**src/rtl/uart_receiver.sv**
```systemverilog
// APB-mapped 8N1 UART receiver with a small receive FIFO; `UART_RX_PARITY_EN adds an even-parity bit.
// Latency: a byte is visible the cycle after its stop bit is sampled; APB has no wait states.
// Backpressure: none on the serial line; a byte arriving while the FIFO is full is dropped and OVR is set.
module uart_receiver #(
    parameter int CLKS_PER_BIT = 8,
    parameter int FIFO_DEPTH   = 4
) (
    input  logic        pclk,
    input  logic        rst,
    input  logic        psel,
    input  logic        penable,
    input  logic        pwrite,
    input  logic [31:0] padd,
    input  logic [31:0] pwdata,
    output logic [31:0] prdata,
    output logic        pready,
    input  logic        i_rx_serial,
    output logic        o_rx_valid
);
    localparam int CW = $clog2(CLKS_PER_BIT);
    localparam int AW = $clog2(FIFO_DEPTH);
    localparam logic [CW-1:0] BIT_LAST  = CW'(CLKS_PER_BIT - 1);
    localparam logic [CW-1:0] HALF_LAST = CW'(CLKS_PER_BIT / 2 - 1);
    localparam logic [AW:0]   FULL_CNT  = (AW + 1)'(FIFO_DEPTH);

    typedef enum logic [2:0] {
        ST_IDLE   = 3'd0,
        ST_START  = 3'd1,
        ST_DATA   = 3'd2,
`ifdef UART_RX_PARITY_EN
        ST_PARITY = 3'd4,
`endif
        ST_STOP   = 3'd3
    } state_t;

    state_t          state_q, state_d;
    logic            sync1_q, sync2_q, rx_prev_q;
    logic [CW-1:0]   clk_cnt_q, clk_cnt_d;
    logic [2:0]      bit_cnt_q, bit_cnt_d;
    logic [7:0]      shift_q, shift_d;
    logic            par_bad_q, par_bad_d;
    logic            push_req, ferr_set, perr_set;
    logic            bit_done, rx_s;

    logic [7:0]      mem [FIFO_DEPTH];
    logic [AW-1:0]   wr_ptr_q, rd_ptr_q;
    logic [AW:0]     count_q, count_d;
    logic            empty, full, push, pop;
    logic            ovr_q, ferr_q, perr_q, ovr_set;
    logic            access, rd_acc, wr_acc, clr;
    logic [1:0]      sel;
    logic [31:0]     rdata;
    logic            unused_ok;

    assign rx_s     = sync2_q;
    assign bit_done = (clk_cnt_q == BIT_LAST);

    always_comb begin
        state_d   = state_q;
        clk_cnt_d = clk_cnt_q + CW'(1);
        bit_cnt_d = bit_cnt_q;
        shift_d   = shift_q;
        par_bad_d = par_bad_q;
        push_req  = 1'b0;
        ferr_set  = 1'b0;
        perr_set  = 1'b0;
        case (state_q)
            ST_IDLE: begin
                clk_cnt_d = '0;
                bit_cnt_d = '0;
                par_bad_d = 1'b0;
                if (rx_prev_q && !rx_s) state_d = ST_START;
            end
            // Mid-start-bit check rejects glitches shorter than half a bit.
            ST_START: begin
                if (clk_cnt_q == HALF_LAST) begin
                    clk_cnt_d = '0;
                    state_d   = rx_s ? ST_IDLE : ST_DATA;
                end
            end
            ST_DATA: begin
                if (bit_done) begin
                    clk_cnt_d = '0;
                    shift_d   = {rx_s, shift_q[7:1]};
                    bit_cnt_d = bit_cnt_q + 3'd1;
                    if (bit_cnt_q == 3'd7) begin
`ifdef UART_RX_PARITY_EN
                        state_d = ST_PARITY;
`else
                        state_d = ST_STOP;
`endif
                    end
                end
            end
`ifdef UART_RX_PARITY_EN
            ST_PARITY: begin
                if (bit_done) begin
                    clk_cnt_d = '0;
                    state_d   = ST_STOP;
                    if ((^shift_q) != rx_s) begin
                        perr_set  = 1'b1;
                        par_bad_d = 1'b1;
                    end
                end
            end
`endif
            ST_STOP: begin
                if (bit_done) begin
                    clk_cnt_d = '0;
                    state_d   = ST_IDLE;
                    if (rx_s) push_req = !par_bad_q;
                    else      ferr_set = 1'b1;
                end
            end
            default: state_d = ST_IDLE;
        endcase
    end

    always_ff @(posedge pclk or negedge rst) begin
        if (!rst) begin
            sync1_q   <= 1'b1;
            sync2_q   <= 1'b1;
            rx_prev_q <= 1'b1;
            state_q   <= ST_IDLE;
            clk_cnt_q <= '0;
            bit_cnt_q <= '0;
            shift_q   <= '0;
            par_bad_q <= 1'b0;
        end else begin
            sync1_q   <= i_rx_serial;
            sync2_q   <= sync1_q;
            rx_prev_q <= sync2_q;
            state_q   <= state_d;
            clk_cnt_q <= clk_cnt_d;
            bit_cnt_q <= bit_cnt_d;
            shift_q   <= shift_d;
            par_bad_q <= par_bad_d;
        end
    end

    assign access = psel & penable;
    assign rd_acc = access & ~pwrite;
    assign wr_acc = access & pwrite;
    assign sel    = padd[3:2];
    assign clr    = wr_acc && (sel == 2'd1);

    assign empty   = (count_q == '0);
    assign full    = (count_q == FULL_CNT);
    assign pop     = rd_acc && (sel == 2'd0) && !empty;
    // A pop in the same cycle frees the slot, so a push into a full FIFO still lands.
    assign push    = push_req && (!full || pop);
    assign ovr_set = push_req && full && !pop;

    always_comb begin
        count_d = count_q;
        case ({push, pop})
            2'b10:   count_d = count_q + (AW + 1)'(1);
            2'b01:   count_d = count_q - (AW + 1)'(1);
            default: count_d = count_q;
        endcase
    end

    always_ff @(posedge pclk or negedge rst) begin
        if (!rst) begin
            wr_ptr_q <= '0;
            rd_ptr_q <= '0;
            count_q  <= '0;
            ovr_q    <= 1'b0;
            ferr_q   <= 1'b0;
            perr_q   <= 1'b0;
        end else begin
            if (push) wr_ptr_q <= wr_ptr_q + AW'(1);
            if (pop)  rd_ptr_q <= rd_ptr_q + AW'(1);
            count_q <= count_d;
            ovr_q   <= (ovr_q  & ~(clr & pwdata[1])) | ovr_set;
            ferr_q  <= (ferr_q & ~(clr & pwdata[2])) | ferr_set;
            perr_q  <= (perr_q & ~(clr & pwdata[3])) | perr_set;
        end
    end

    always_ff @(posedge pclk) begin
        if (push) mem[wr_ptr_q] <= shift_q;
    end

    always_comb begin
        rdata = '0;
        case (sel)
            2'd0:    rdata = empty ? 32'd0 : {24'd0, mem[rd_ptr_q]};
            2'd1:    rdata = {28'd0, perr_q, ferr_q, ovr_q, !empty};
            default: rdata = '0;
        endcase
    end

    // Gated by rst so the bus outputs drop the instant reset asserts.
    assign prdata     = (rd_acc && rst) ? rdata : 32'd0;
    assign pready     = access & rst;
    assign o_rx_valid = !empty;

    assign unused_ok = &{1'b0, padd[31:4], padd[1:0], pwdata[31:4], pwdata[0]};
endmodule

```
**config.mk**
```make
export PLATFORM = sky130hd
export DESIGN_NAME = uart_receiver
export DESIGN_NICKNAME = d
export VERILOG_FILES = /design/src/rtl/uart_receiver.sv
export SDC_FILE = /design/constraint.sdc
export NUM_CORES = 1
export LEC_CHECK = 0
export ABC_AREA = 1
export CORE_AREA = 2 2 89 91
export CTS_BUF_LIST = sky130_fd_sc_hd__clkbuf_8
export DETAILED_ROUTE_END_ITERATION = 10
export DIE_AREA = 0 0 91 93
export HOLD_SLACK_MARGIN = 0.1
export PLACE_DENSITY = 0.72
export SLEW_MARGIN = 15
export SYNTH_ARGS = -nofsm -noshare
export SYNTH_HDL_FRONTEND = slang
export SYNTH_SLANG_ARGS = --single-unit
```
**constraint.sdc**
```tcl
create_clock -name pclk -period 2.3 [get_ports pclk]
set_input_delay 0.46 -clock pclk [delete_from_list [all_inputs] [get_ports pclk]]
set_output_delay 0.46 -clock pclk [all_outputs]
set_load 0.01 [all_outputs]
```
==> impl_metrics.csv <==
group,metric,value,unit
status,status,"complete, no violations",
logic_synthesis,async_reset_ff_frac,0.475,
logic_synthesis,synth_top_area_share,0.327,
placed_design,port_buffers,20,
sta,fin_worst_skew,0.0109,ns
floorplan,die_y,93,µm
sta,fmax,0.450,GHz
final_layout,register_area,1690,µm²
logic_synthesis,yosysWarnings,0,
min_path,hold_path_class,"reg -> reg",
logic_synthesis,syn_inst,286,
grt,globalRouteOverflowTotal,0,
grt,grt_max_degree,30,
grt,grt_antenna_before_repair,0,
route,num_vias,1958,
setup_path,path_max_fanout,3,
grt,first_global_vias,1769,
route,via_per_inst,4.48,
route,detail-route-antenna-nets,0,
floorplan,rows,32,
power_and_ir_drop,p_comb_frac,0.295,
logic_synthesis,synthTopCellsByCount,"nor2_1, nand2_1, edfxtp_1, inv_1",
setup_path,path_class,"in -> out",
power_and_ir_drop,switchingPower,1.17,mW
clock_network,cts_buffer_depth,2,
final_layout,multiInputGateArea,1010,µm²
floorplan,start_util,0.391,
clock_network,clk_latency,0.34,ns
logic_synthesis,ys_seq_area_frac,0.575,
final_layout,drive_gt1_frac,0.182,
placed_design,dp_hpwl,3690,µm
floorplan,die_area,8460,µm²
clock_network,cts_made_buffers,9,
sta,maxSlewViolCount,0,
route,drc,0,
sta,final-hold-violation-count,0,
grt,track_usage,0.126,
clock_network,htreeDepth,3,
power_and_ir_drop,leakagePower,1.58,nW
logic_synthesis,synthMostInstantiatedCell,"nor2_1",
sta,grt_setup_unrepaired,"false",
power_and_ir_drop,ir_worst_vdd,0.000373,V
route,wl_per_cell,11.8,µm
clock_network,cts.sinks,61,
logic_synthesis,syn-cell-area,2940,µm²
clock_network,clk_pin_slew_worst_paths,0.06,ns
route,first_pass_iters,4,
sta,fin_setup_tns,0,ns
floorplan,coreArea,7530,µm²
logic_synthesis,synth-edff-count,32,
clock_network,cts_tree,"done",
route,drt-total-wl,5160,µm
final_layout,insertedDiodeCount,0,
final_layout,finish.utilization,0.458,
clock_network,cts_root_buf,"clkbuf_8",
logic_synthesis,synth.area.top_cells,"edfxtp_1, dfrtp_1, buf_4",
power_and_ir_drop,p_int,2.12,mW
sta,fin_ws,0.0785,ns
setup_path,crit_path_start_kind,"primary input",
min_path,min_path_cells,0,
logic_synthesis,synth_ff_type,"edfxtp_1",
logic_synthesis,synth-seq-cells,61,
setup_path,worstPathArrival,1.76,ns
grt,grt_first_pass_wirelength,8070,µm
sta,finalCriticalPeriod,2.22,ns
sta,finalCritPeriodShare,0.966,
final_layout,fillers,709,
power_and_ir_drop,p_clk_frac,0.239,
placed_design,place.gp.congestion,0.826,
setup_path,required,1.84,ns
final_layout,area_delta_synth_final,17.1,%
final_layout,nNetsFinal,411,
logic_synthesis,avgSynthCellArea,10.3,µm²
sta,setup_viol,0,
setup_path,reg2regPathDepth,9,
clock_network,hold_buffers,0,
floorplan,ios,104,
setup_path,cp-end-kind,"output pin",
floorplan,die_w,91,µm
power_and_ir_drop,power_density,955,nW/µm²
run,drv_cap,0,
route,drt_iter0_markers,95,
sta,holdWs,0.357,ns
logic_synthesis,ys_types,35,
logic_synthesis,yosys.area.top_type,"edfxtp_1",
power_and_ir_drop,p_sw_frac,0.354,
power_and_ir_drop,pwr-share-seq,0.465,
placed_design,preCtsSetupSlack,-0.486,ns
logic make-up after synthesis:
group                      synth area share
and+or+nand+nor                       0.164
DFF                                   0.575
xor gates and xnor gates            0.00596
AOI/OAI and AO/OA                    0.0809
muxes                               0.00383
adders and majority gates            0.0494
buffers and inverters                 0.120
other                               0.00128
final timing paths:
| kind | start | endpoint | slack (ns) |
|---|---|---|---|
| worst max-delay path | padd[2] | prdata[1] | 0.08 |
| worst min-delay path | sync1_q | rx_s | 0.36 |
| worst max register to register | clk_cnt_q[0] | count_q[2] | 0.31 |
| worst min register to register | sync1_q | rx_s | 0.36 |
| max in group asynchronous | rst | rx_prev_q | 1.43 |
| min in group asynchronous | rst | rd_ptr_q[1] | 0.54 |
metrics by stage:
step           power, mW  area (µm²)  instances
4_1_cts             3.31        3430        437
2_1_floorplan       2.27        3030        309
6_report            3.29        3440        437
3_3_place_gp        2.47        3260        419
5_1_grt             3.52        3440        437
3_5_place_dp        2.51        3260        419
flip-flops by register name, summed over array words and instances, names as in the netlist, 2 cells and up:
register,flops
wr_ptr_q,2
clk_cnt_q,3
shift_q,8
state_q,2
mem,32
rd_ptr_q,2
bit_cnt_q,3
count_q,3
worst max-delay path: stages:
cell and delay [ns]:
clkdlybuf4s50_1 0.44, nor2_1 0.14, and2_1 0.21, a22oi_2 0.07
nor2_1 0.15, dlygate4sd2_1 0.29
routing by layer:
metal | vias to the layer above | global-route usage | wire length [µm]
met4 | 0 | 0.0732 | 86
met3 | 6 | 0.0379 | 256
li1 | 976 | - | -
met1 | 914 | 0.143 | 2180
met5 | - | 0 | 0
met2 | 62 | 0.212 | 2640
power by group through the flow:
| stage | combinational [mW] | sequential, mW | clock, mW |
|---|---|---|---|
| 2_1_floorplan | 0.786 | 1.48 | 0 |
| 3_3_place_gp | 0.935 | 1.54 | 0 |
| 3_5_place_dp | 0.967 | 1.54 | 0 |
| 4_1_cts | 0.970 | 1.53 | 0.813 |
| 5_1_grt | 1.11 | 1.55 | 0.859 |
| 6_report | 0.972 | 1.53 | 0.787 |
layout by cell type, fill, tap and decap left out, types with 2 or more instances in the layout:
cell type,Yosys,final
nand2_2,3,4
nand4_1,2,2
inv_1,28,29
inv_2,4,3
dfstp_2,3,3
nand2_1,37,36
xor2_1,2,2
nand3_2,3,3
clkinv_2,1,3
conb_1,1,24
clkbuf_8,0,9
edfxtp_1,32,32
nand4_2,2,2
nor2_1,44,43
a21oi_1,7,7
clkdlybuf4s50_1,0,7
clkinvlp_4,0,3
nand3_1,8,8
o21ai_1,4,4
dlygate4sd2_1,0,11
nor2_4,2,3
dfrtp_1,26,25
a22oi_1,3,2
buf_4,26,19
o21ai_0,24,24
ha_1,10,10
area by class of cell:
| cell class | count | share of cell area |
|---|---|---|
| clock buffers | 9 | 0.0360 |
| clock inverters | 7 | 0.0127 |
| flip-flops and latches | 61 | 0.491 |
| inverters | 34 | 0.0385 |
| multi-input cells | 185 | 0.292 |
| well taps | 102 | 0.0371 |
| repair buffers | 39 | 0.0926 |
timing repair:
action	CTS	global route
endpoints found under the hold margin	0	0
gates resized for setup	21	5
pin swaps	3	0
setup buffers	2	0
endpoints found under the setup margin	9	4
Note: power is estimated with default switching activity, not from simulation.
